<file path="config.mk">
export PLATFORM = sky130hd
export DESIGN_NAME = encoder_8x3_seq
export DESIGN_NICKNAME = d
export VERILOG_FILES = /design/src/rtl/encoder_8x3_seq.sv
export SDC_FILE = /design/constraint.sdc
export NUM_CORES = 1
export LEC_CHECK = 0
export ABC_AREA = 1
export CORE_MARGIN = 4
export CORE_UTILIZATION = 45
export CTS_CLUSTER_DIAMETER = 60
export DETAILED_ROUTE_END_ITERATION = 12
export GPL_TIMING_DRIVEN = 0
export PLACE_DENSITY_LB_ADDON = 0.1
export SLEW_MARGIN = 0
export SYNTH_ARGS = -nofsm -noshare
export SYNTH_HDL_FRONTEND = slang
export SYNTH_SLANG_ARGS = --single-unit
</file>
<file path="constraint.sdc">
create_clock -name clk -period 1.76 [get_ports clk]
set_clock_uncertainty 0.05 [all_clocks]
set_input_delay 0.528 -clock clk [delete_from_list [all_inputs] [get_ports clk]]
set_output_delay 0.528 -clock clk [all_outputs]
set_load 0.02 [all_outputs]
</file>
<file path="src/rtl/encoder_8x3_seq.sv">
// Sequential 8-to-3 encoder.
// Accepts an 8-bit request vector over a valid/ready handshake, then emits
// the 3-bit index of every set bit, one per output handshake, in priority
// order (lowest index first, or highest first when MSB_FIRST=1).

module encoder_8x3_seq #(
  parameter bit MSB_FIRST = 1'b0
) (
  input  logic       clk,
  input  logic       rst,
  input  logic       en,
  input  logic       in_valid,
  output logic       in_ready,
  input  logic [7:0] in,
  output logic       out_valid,
  input  logic       out_ready,
  output logic [2:0] out,
  output logic       out_last,
  output logic       err_zero,
  output logic       busy
);

  typedef enum logic {
    IDLE,
    SERVE
  } state_t;

  state_t     state_q, state_d;
  logic [7:0] pending_q, pending_d;
  logic       errZero_q, errZero_d;
  logic [2:0] index;
  logic       single;

  // Priority pick from the registered pending set; the last hit in scan order wins.
  always_comb begin
    index = 3'd0;
    for (int i = 0; i < 8; i++) begin
      if (MSB_FIRST) begin
        if (pending_q[i]) index = 3'(i);
      end else begin
        if (pending_q[7 - i]) index = 3'(7 - i);
      end
    end
  end

  // Exactly one bit left means the index on the output is the final one.
  assign single = (pending_q != 8'd0) && ((pending_q & (pending_q - 8'd1)) == 8'd0);

  // Next-state logic: accept in IDLE, retire one bit per handshake in SERVE.
  always_comb begin
    state_d   = state_q;
    pending_d = pending_q;
    errZero_d = 1'b0;
    case (state_q)
      IDLE: begin
        if (en && in_valid) begin
          if (in == 8'd0) begin
            errZero_d = 1'b1;
          end else begin
            pending_d = in;
            state_d   = SERVE;
          end
        end
      end
      SERVE: begin
        if (en && out_ready) begin
          pending_d = pending_q & ~(8'd1 << index);
          if (single) begin
            pending_d = 8'd0;
            state_d   = IDLE;
          end
        end
      end
      default: begin
        state_d   = IDLE;
        pending_d = 8'd0;
      end
    endcase
  end

  // State registers with synchronous reset; reset discards any partial vector.
  always_ff @(posedge clk) begin
    if (rst) begin
      state_q   <= IDLE;
      pending_q <= 8'd0;
      errZero_q <= 1'b0;
    end else begin
      state_q   <= state_d;
      pending_q <= pending_d;
      errZero_q <= errZero_d;
    end
  end

  assign busy      = (state_q == SERVE);
  assign in_ready  = (state_q == IDLE) && en && !rst;
  assign out_valid = busy && en;
  assign out       = index;
  assign out_last  = busy && single;
  assign err_zero  = errZero_q;

endmodule

</file>
==> run summary, run 1 <==
Max-Slew Margin vs Limit: 0.830
hold endpoint: pending_q[0]
initial antenna violation count: 0
pin count of the biggest net entering global routing: 11
routed vias/inst: 5.47
total congestion overflow: 0
Fin. Hold Viols: 0
netlist area before placement: 721 um2
CTS tree: built
cell taking the most area after synthesis: dfxtp_1
Pwr per Cell Area: 722 mW/mm2
layout cells sized above 1: 0.351
CP Launch Type: register
#FFs+latches synth: 10
hold_ws: 0.481 ns
drt pass-1 iters: 4
Final period util: 1.15
Tightest Pin Transition: 0.253 ns
Die Area: 0.00231 mm2
ANT cells: 0
Netlist cell types: 20
HP Start: pending_q[0]
worst min path class: reg2reg
CP Capture Type: output port
Post-layout nets: 166
final setup fails: 2
depth of the worst register-to-register path: 9
r2r setup slk: 0.42 ns
clk root buf: clkbuf_4
port bufs: 20
Placed Area: 941 um2
Crit Path Category: reg2out
post-synth top area share: 0.278
Synth warnings: 0
GP Congestion: 0.868
area delta synth->final: 53.3%
count leader, synth: nand2_1
Slowest cell on crit path: dfxtp_4
WP data arrival: 1.44 ns
hold path depth: 2
first-pass GRT wire length: 3.35 mm
Mapped Nets: 133
hpwl dp: 1.46 mm
WP buf/inv: 1
Worst EP required: 1.18 ns
reg2reg start: pending_q[0]
violated checks: negative setup slack
Max Freq: 495 MHz
wire per inst: 13.1 um
final wirelength: 2.18 mm
via count: 913
worst-skew pair later-pin latency: 0.27 ns
Final Util: 0.733
I/O pins: 21
Slew Limit Fails: 0
Sink Count: 10
Max H-tree Level: 1
share of the yosys chip area belonging to registers: 0.278
# fillers: 143
Cell Rows: 14
reg2reg end: busy
clock tree buffer depth: 2
fin area: 0.00110 mm2
status: finished, violations left
peak supply drop: 0.000371 V
die height: 48.0 um
Final min period: 2.02 ns
Core Area: 0.00151 mm2
Synth Instances: 120
1st-iter DRT viols: 29
ys flop type: dfxtp_1
CP peak stage delay: 0.36 ns
antenna viol nets, final: 0
Max-cap violations: 0
most common library cells after synthesis: nand2_1 (36), nand3_1 (15), inv_1 (12), nor2_1 (12)
total CTS buffers: 3
worst-path cell chain: nor2_4 -> nand3_2 -> nand2_2 -> nand2_1 -> nor2_1 -> nand2_1 -> nor2_1 -> buf_4
crit path max fanout: 6
Synth Area per Inst: 6.01 um2
Final TNS setup: -0.344 ns
Die X: 48.0 um
EDFF count, synth: 0
residual DRC count: 0
Initial Utilization: 0.478
CP delay by family, top: simple AND/OR/NAND/NOR gates
Synth area leaders: dfxtp_1 (28%), nand2_1 (19%), nand3_1 (10%), a21oi_1 (6.9%), inv_1 (6.3%)
RSZ-0062 raised after global routing: true
ys async rst share: 0
worst setup margin: -0.262 ns
CTS clock-pin slew for the worst setup and hold paths: 0.06 ns
leak pwr: 0.530 nW
total track usage: 0.209
vias in the first global route: 782
final cells by class:
cell class | instances | area [um2] | area share
tap | 16 | 20.0 | 0.0181
timing repair buffer | 28 | 259 | 0.234
clock buffer | 3 | 22.5 | 0.0204
sequential | 10 | 220 | 0.199
inverter | 14 | 52.6 | 0.0476
buffer | 2 | 20.0 | 0.0181
multi-input combinational | 94 | 510 | 0.462
layout by cell type, fill, tap and decap left out, types with 2 or more instances in the layout:
cell type / n
nor2_4: 5
inv_2: 4
clkdlybuf4s50_1: 10
buf_4: 9
o21ai_1: 4
inv_1: 10
nand2_2: 4
nand3_2: 3
nand2_4: 2
o21ai_0: 3
a21oi_1: 8
dfxtp_1: 2
buf_6: 4
clkbuf_4: 3
dfxtp_2: 4
dfxtp_4: 4
dlygate4sd2_1: 2
nand3_1: 13
nor2_1: 10
nand2_1: 33
a21oi_2: 5
flip-flops by register name (all words and copies together) (netlist names):
register	count
err_zero	1
busy	1
pending_q	8
power by group:
group	total [mW]	internal, mW	switching [mW]	leakage (nW)
Clock	0.161	0.0790	0.0818	0.0138
Sequential	0.274	0.243	0.0304	0.0862
Combinational	0.363	0.167	0.196	0.430
Total	0.798	0.490	0.308	0.530
cells by family after synthesis:
group,count (synthesis),share of synthesized area
flops,10,0.278
simple gates,72,0.465
compound gates,22,0.172
buf+inv,16,0.0851
routing by layer:
metal / up-vias / share of wire / GRT usage
li1: 454 / - / -
met1: 421 / 0.40 / 0.268
met2: 32 / 0.51 / 0.330
met3: 6 / 0.072 / 0.0451
met4: 0 / 0.020 / 0.102
met5: - / 0 / 0
worst register-to-register path, stage by stage, from the launching register on:
cell and delay, ns:
dfxtp_4 0.36, nor2_4 0.20, nand3_2 0.09, nand2_2 0.08
nand2_1 0.05, nor2_1 0.10, nand2_1 0.08, buf_4 0.13
nand2_1 0.06, a21oi_2 0.05
stage by stage:
| step | total power, mW | cells | setup slack [ns] |
|---|---|---|---|
| finish | 0.798 | 167 | -0.262 |
| global route | 0.847 | 167 | -0.329 |
| CTS | 0.756 | 163 | -0.255 |
| detailed placement | 0.578 | 156 | -0.948 |
| global placement | 0.573 | 156 | -0.924 |
| floorplan | 0.459 | 120 | 0.0408 |
how the worst max path moves through the flow:
| stage | to | slack [ns] | start | depth (start not counted) |
|---|---|---|---|---|
| global route | out_last | -0.33 | pending_q[2] | 10 |
| finish | out_last | -0.26 | pending_q[0] | 8 |
| CTS | out_last | -0.25 | pending_q[1] | 8 |
| detailed placement | in_ready | -0.95 | rst | 4 |
| global placement | in_ready | -0.92 | rst | 4 |
| floorplan | out_last | 0.04 | pending_q[5] | 6 |
what timing repair did:
| action | CTS | global route |
|---|---|---|
| pin swaps | 9 | 11 |
| gates resized for setup | 55 | 17 |
| setup endpoints to repair | 7 | 7 |
| hold buffers | 0 | 0 |
| setup buffers | 4 | 4 |
Power figures use the tool's default switching activity.
==> run 2, diff against run 1 <==
==> constraint.sdc (replaced) <==
create_clock -name clk -period 1.76 [get_ports clk]
set_clock_uncertainty 0.05 [all_clocks]
set_input_delay 0.44 -clock clk [delete_from_list [all_inputs] [get_ports clk]]
set_output_delay 0.44 -clock clk [all_outputs]
set_load 0.02 [all_outputs]
==> run 2 against run 1 <==
The flow still finishes with violations (negative setup slack). First-iteration DRC count is 38% lower. Non-clock buffer count is 6 lower. Combinational power is 13% lower. Clock power hardly changed. Die area stayed put. Sequential cell count stayed put. Sequential share of layout area is 1.8 points higher. Setup slack better by 0.097 ns. Clock-buffer cell count stayed put.
==> run summary, run 2 (synthesis gave the netlist of run 1 again) <==
Pwr per Cell Area: 750 mW/mm2 (was 722 mW/mm2)
Post-layout nets: 160 (was 166)
wire per inst: 12.7 um (was 13.1 um)
Die X: 48.0 um (unchanged)
Cell Rows: 14 (unchanged)
Sink Count: 10 (unchanged)
Initial Utilization: 0.478 (unchanged)
met1 usage: 0.259 (was 0.268)
1st-iter DRT viols: 18 (was 29)
hold endpoint: pending_q[6] (was pending_q[0])
most numerous cell on the critical path: nand2_1
leak pwr: 0.463 nW (was 0.530 nW)
total track usage: 0.197 (was 0.209)
pin count of the biggest net entering global routing: 12 (was 11)
RSZ-0062 raised after global routing: true (unchanged)
placed cells: 156 (unchanged)
Slowest cell on crit path: dfxtp_4 (unchanged)
fin cells: 161 (was 167)
final setup fails: 1 (was 2)
vias in the first global route: 718 (was 782)
GP Congestion: 0.868 (unchanged)
antenna viol nets, final: 0 (unchanged)
I/O pins: 21 (unchanged)
crit path max fanout: 6 (unchanged)
port bufs: 20 (unchanged)
Max H-tree Level: 1 (unchanged)
grt met3 use: 0.0451 (unchanged)
initial antenna violation count: 0 (unchanged)
Crit Path Category: reg2out (unchanged)
total congestion overflow: 0 (unchanged)
ANT cells: 0 (unchanged)
Largest register FFs: 8 (unchanged)
drt pass-1 iters: 4 (unchanged)
Die Area: 0.00231 mm2 (unchanged)
peak supply drop: 0.000341 V (was 0.000371 V)
Worst EP required: 1.27 ns (was 1.18 ns)
hpwl dp: 1.46 mm (unchanged)
area delta synth->final: 38.4% (was 53.3%)
final wirelength: 2.04 mm (was 2.18 mm)
Max Freq: 519 MHz (was 495 MHz)
worst-path cell chain: nor2_4 -> nand3_1 -> nand2_1 -> nand2_1 -> nor2_1 -> nand2_1 -> nor2_1 -> buf_4 (was nor2_4 -> nand3_2 -> nand2_2 -> nand2_1 -> nor2_1 -> nand2_1 -> nor2_1 -> buf_4)
Max-cap violations: 0 (unchanged)
FF/Latch Area: 216 um2 (was 220 um2)
WP data arrival: 1.44 ns (about the same)
Final min period: 1.93 ns (was 2.02 ns)
most frequent cells in the layout: nand2_1 (34), nand3_1 (14), inv_1 (11), nor2_1 (11), clkdlybuf4s50_1 (11) (was nand2_1 (33), nand3_1 (13), inv_1 (10), nor2_1 (10), clkdlybuf4s50_1 (10))
# fillers: 160 (was 143)
clk root buf: clkbuf_4 (unchanged)
commonest non-fill, non-tap cell in the layout: nand2_1 (unchanged)
Fin. Hold Viols: 0 (unchanged)
Core Area: 0.00151 mm2 (unchanged)
GRT met2 Usage: 0.306 (was 0.330)
first-pass GRT wire length: 3.14 mm (was 3.35 mm)
clock tree buffer depth: 2 (unchanged)
die height: 48.0 um (unchanged)
CTS tree: built (unchanged)
violated checks: negative setup slack (unchanged)
depth of the worst register-to-register path: 9 (unchanged)
Tightest Pin Transition: 0.293 ns (was 0.253 ns)
worst setup margin: -0.165 ns (was -0.262 ns)
layout cells sized above 1: 0.262 (was 0.351)
total CTS buffers: 3 (unchanged)
Final period util: 1.09 (was 1.15)
via count: 867 (was 913)
Final Util: 0.662 (was 0.733)
GRT Max-Usage Layer: met2 (unchanged)
worst-skew pair later-pin latency: 0.27 ns (about the same)
HP Start: pending_q[6] (was pending_q[0])
reg2reg start: pending_q[0] (unchanged)
r2r setup slk: 0.41 ns (was 0.42 ns)
Biggest register: pending_q (unchanged)
CTS clock-pin slew for the worst setup and hold paths: 0.06 ns (about the same)
worst min path class: reg2reg (unchanged)
hold path depth: 2 (unchanged)
reg2reg end: busy (unchanged)
Max-Slew Margin vs Limit: 0.805 (was 0.830)
residual DRC count: 0 (unchanged)
Slew Limit Fails: 0 (unchanged)
status: finished, violations left (unchanged)
area of the multi-input gates: 479 um2 (was 510 um2)
CP Launch Type: register (unchanged)
CP peak stage delay: 0.36 ns (about the same)
routed vias/inst: 5.39 (was 5.47)
CP Capture Type: output port (unchanged)
## run 2: per-layer routing
metal | up-vias | share of wire
met1 | 397 | 0.44
li1 | 443 | -
met5 | - | 0
met3 | 4 | 0.051
met4 | 0 | 0.011
met2 | 23 | 0.49
## run 2: worst max-delay path by stage
| stage | from | endpoint | cells past startpoint |
|---|---|---|---|
| 4_1_cts | pending_q[1] | out_last | 8 |
| 5_1_grt | pending_q[0] | out_last | 8 |
| 3_3_place_gp | rst | in_ready | 4 |
| 2_1_floorplan | pending_q[5] | out_last | 6 |
| 6_report | pending_q[0] | out_last | 8 |
| 3_5_place_dp | rst | in_ready | 4 |
## run 2: metrics by stage
step,area (um2),worst slack [ns],setup TNS [ns],power [mW],hold slack (ns)
2_1_floorplan,721,0.129,0,0.459,0.437
3_3_place_gp,941,-0.748,-2.08,0.573,0.457
3_5_place_dp,941,-0.772,-2.30,0.578,0.466
4_1_cts,986,-0.167,-0.167,0.741,0.480
5_1_grt,997,-0.216,-0.226,0.798,0.499
6_report,997,-0.165,-0.165,0.748,0.484
## run 2: critical path: cells and delay by family, from the launching register on
kind	cells	cell delay [ns]
DFF	1	0.36
buffers and inverters	1	0.15
and+or+nand+nor	7	0.67
## run 2: where the power goes
part	internal, mW	switching [mW]	leakage (nW)	total, mW
combinational	0.137	0.180	0.364	0.317
clock	0.0790	0.0801	0.0138	0.159
sequential	0.244	0.0289	0.0854	0.273
total	0.459	0.289	0.463	0.748
## run 2: layout make-up
type | instances | area share
inverters | 14 | 0.0527
clock buffers | 3 | 0.0226
flip-flops and latches | 10 | 0.217
multi-input cells | 94 | 0.481
repair buffers | 23 | 0.202
well taps | 16 | 0.0201
plain buffers | 1 | 0.00502
## run 2: timing repair
item | in CTS | in global routing
buffers inserted | 2 | 1
endpoints found under the setup margin | 7 | 4
resized for setup | 38 | 8
hold buffers | 0 | 0
pin swaps | 6 | 6
==> run 3, diff against run 2 <==
--- a/config.mk
+++ b/config.mk
@@ -7,12 +7,13 @@
 export LEC_CHECK = 0
 export ABC_AREA = 1
 export CORE_MARGIN = 4
-export CORE_UTILIZATION = 45
+export CORE_UTILIZATION = 49
 export CTS_CLUSTER_DIAMETER = 60
 export DETAILED_ROUTE_END_ITERATION = 12
 export GPL_TIMING_DRIVEN = 0
 export PLACE_DENSITY_LB_ADDON = 0.1
-export SLEW_MARGIN = 0
+export SKIP_LAST_GASP = 1
+export SLEW_MARGIN = 40
 export SYNTH_ARGS = -nofsm -noshare
 export SYNTH_HDL_FRONTEND = slang
 export SYNTH_SLANG_ARGS = --single-unit
==> constraint.sdc (replaced) <==
create_clock -name clk -period 2.3 [get_ports clk]
set_clock_uncertainty 0.05 [all_clocks]
set_input_delay 0.575 -clock clk [delete_from_list [all_inputs] [get_ports clk]]
set_output_delay 0.575 -clock clk [all_outputs]
set_load 0.02 [all_outputs]
==> run 3 against run 2 <==
The flow now finishes without violations. Sequential cell count stayed put. Clock power is 5% higher. Register-to-register slack better by 0.56 ns. Clock-buffer cell count is 1 higher. First-iteration DRC count is 50% lower. Cell area is 3.5% lower. Worst hold slack worse by 0.0044 ns. Final cell count is 1.9% lower. Via count is 2.8% lower. Sequential power is 24% lower. Global-route usage is 0.25 points lower. Critical endpoint is now out_valid. Largest power group unchanged.
==> run summary, run 3 (synthesis gave the netlist of run 1 again) <==
antenna viol nets, final: 0 (unchanged)
Crit Path Category: in2out (was reg2out)
vias in the first global route: 700 (was 718)
Pwr per Cell Area: 614 mW/mm2 (was 750 mW/mm2)
routed vias/inst: 5.34 (was 5.39)
Clk pwr share: 0.282 (was 0.213)
Reg power frac: 0.350 (was 0.364)
switching portion of total power: 0.369 (was 0.386)
Core Area: 0.00135 mm2 (was 0.00151 mm2)
area delta synth->final: 33.5% (was 38.4%)
GP Congestion: 0.856 (was 0.868)
reg2reg start: busy (was pending_q[0])
drt pass-1 iters: 4 (unchanged)
final setup fails: 0 (was 1)
ANT cells: 0 (unchanged)
I/O pins: 21 (unchanged)
CP Capture Type: output port (unchanged)
1st-iter DRT viols: 9 (was 18)
Post-CTS Hold Buffers: 0 (unchanged)
Worst EP required: 1.67 ns (was 1.27 ns)
Max H-tree Level: 1 (unchanged)
worst setup path startpoint: en (was pending_q[0])
# fillers: 122 (was 160)
Cell Rows: 13 (was 14)
port bufs: 20 (unchanged)
hpwl dp: 1.38 mm (was 1.46 mm)
total track usage: 0.195 (was 0.197)
leak pwr: 0.460 nW (was 0.463 nW)
Die X: 46.4 um (was 48.0 um)
initial antenna violation count: 0 (unchanged)
CTS tree: built (unchanged)
crit path max fanout: 4 (was 6)
Max-Slew Margin vs Limit: 0.671 (was 0.805)
Fin. Hold Viols: 0 (unchanged)
commonest non-fill, non-tap cell in the layout: nand2_1 (unchanged)
internal power: 0.372 mW (was 0.459 mW)
CP Launch Type: input port (was register)
wire per inst: 11.6 um (was 12.7 um)
FF/Latch Area: 203 um2 (was 216 um2)
pin count of the biggest net entering global routing: 12 (unchanged)
HP Start: pending_q[4] (was pending_q[6])
total power: 0.591 mW (was 0.748 mW)
residual DRC count: 0 (unchanged)
Initial Utilization: 0.534 (was 0.478)
CTS clock-pin slew for the worst setup and hold paths: 0.07 ns (was 0.06 ns)
Biggest register: pending_q (unchanged)
Slew Limit Fails: 0 (unchanged)
worst-skew pair later-pin latency: 0.28 ns (was 0.27 ns)
Post-layout nets: 157 (was 160)
WP data arrival: 1.58 ns (was 1.44 ns)
final wirelength: 1.83 mm (was 2.04 mm)
Max-cap violations: 0 (unchanged)
clk root buf: clkbuf_4 (unchanged)
Die Area: 0.00215 mm2 (was 0.00231 mm2)
Final period util: 0.958
peak supply drop: 0.000460 V (was 0.000341 V)
total congestion overflow: 0 (unchanged)
Max Freq: 454 MHz
worst min path class: reg2reg (unchanged)
area of the multi-input gates: 459 um2 (was 479 um2)
first-pass GRT wire length: 2.95 mm (was 3.14 mm)
most frequent cells in the layout: nand2_1 (36), nand3_1 (15), clkdlybuf4s50_1 (13) (was nand2_1 (34), nand3_1 (14), inv_1 (11), nor2_1 (11), clkdlybuf4s50_1 (11))
via count: 843 (was 867)
Largest register FFs: 8 (unchanged)
RSZ-0062 raised after global routing: false (was true)
total CTS buffers: 3 (unchanged)
Comb pwr share: 0.368 (was 0.423)
layout cells sized above 1: 0.154 (was 0.262)
Tightest Pin Transition: 0.493 ns (was 0.293 ns)
P_sw: 0.218 mW (was 0.289 mW)
status: finished, final reports clean (was finished, violations left)
hold_ws: 0.479 ns (was 0.484 ns)
clock tree buffer depth: 2 (unchanged)
die height: 46.4 um (was 48.0 um)
Final min period: 2.20 ns
Sink Count: 10 (unchanged)
-- run 3: what timing repair did --
item	in CTS	in global routing
endpoints found under the setup margin	5	3
buffers inserted	0	0
resized for setup	6	7
-- run 3: cell type report --
cell class,count,share of cell area
clock buffer,4,0.0377
timing repair buffer,20,0.195
buffer,1,0.00520
sequential,10,0.211
multi-input combinational,94,0.477
inverter,14,0.0546
tap,15,0.0195
-- run 3: path summary, 6_finish.rpt --
| path | endpoint | slack [ns] | cells after the start |
|---|---|---|---|
| worst max-delay path | out_valid | 0.1 | 4 |
| worst min register to register | pending_q[4] | 0.48 | 2 |
| worst max register to register | pending_q[6] | 0.97 | 7 |
| worst min-delay path | pending_q[4] | 0.48 | 2 |
-- run 3: stage by stage --
step	worst slack [ns]	area (um2)	utilization	instances	setup TNS, ns
2_1_floorplan	0.534	721	-	120	0
3_3_place_gp	-0.456	940	0.696	155	-0.625
3_5_place_dp	-0.474	940	0.696	155	-0.652
4_1_cts	0.0102	965	0.715	158	0
5_1_grt	0.0260	962	0.713	158	0
6_report	0.0957	962	0.713	158	0
-- run 3: power by group through the flow --
stage,clock network (mW),registers [mW],logic [mW]
detailed placement,0,0.210,0.230
CTS,0.168,0.206,0.220
global route,0.180,0.210,0.242
global placement,0,0.208,0.228
floorplan,0,0.208,0.143
finish,0.167,0.207,0.217
-- run 3: routing by layer --
layer  wire length [um]  track usage  share of wire
met5                  0            0              0
met4                 36        0.102          0.020
met3                 89       0.0352          0.049
met2                876        0.302           0.48
met1                829        0.252           0.45
-- run 3: worst max-delay path, cell delays in order --
cell and delay [ns]:
clkdlybuf4s50_1 0.55, nand2_1 0.07, inv_1 0.05, dlygate4sd2_1 0.33
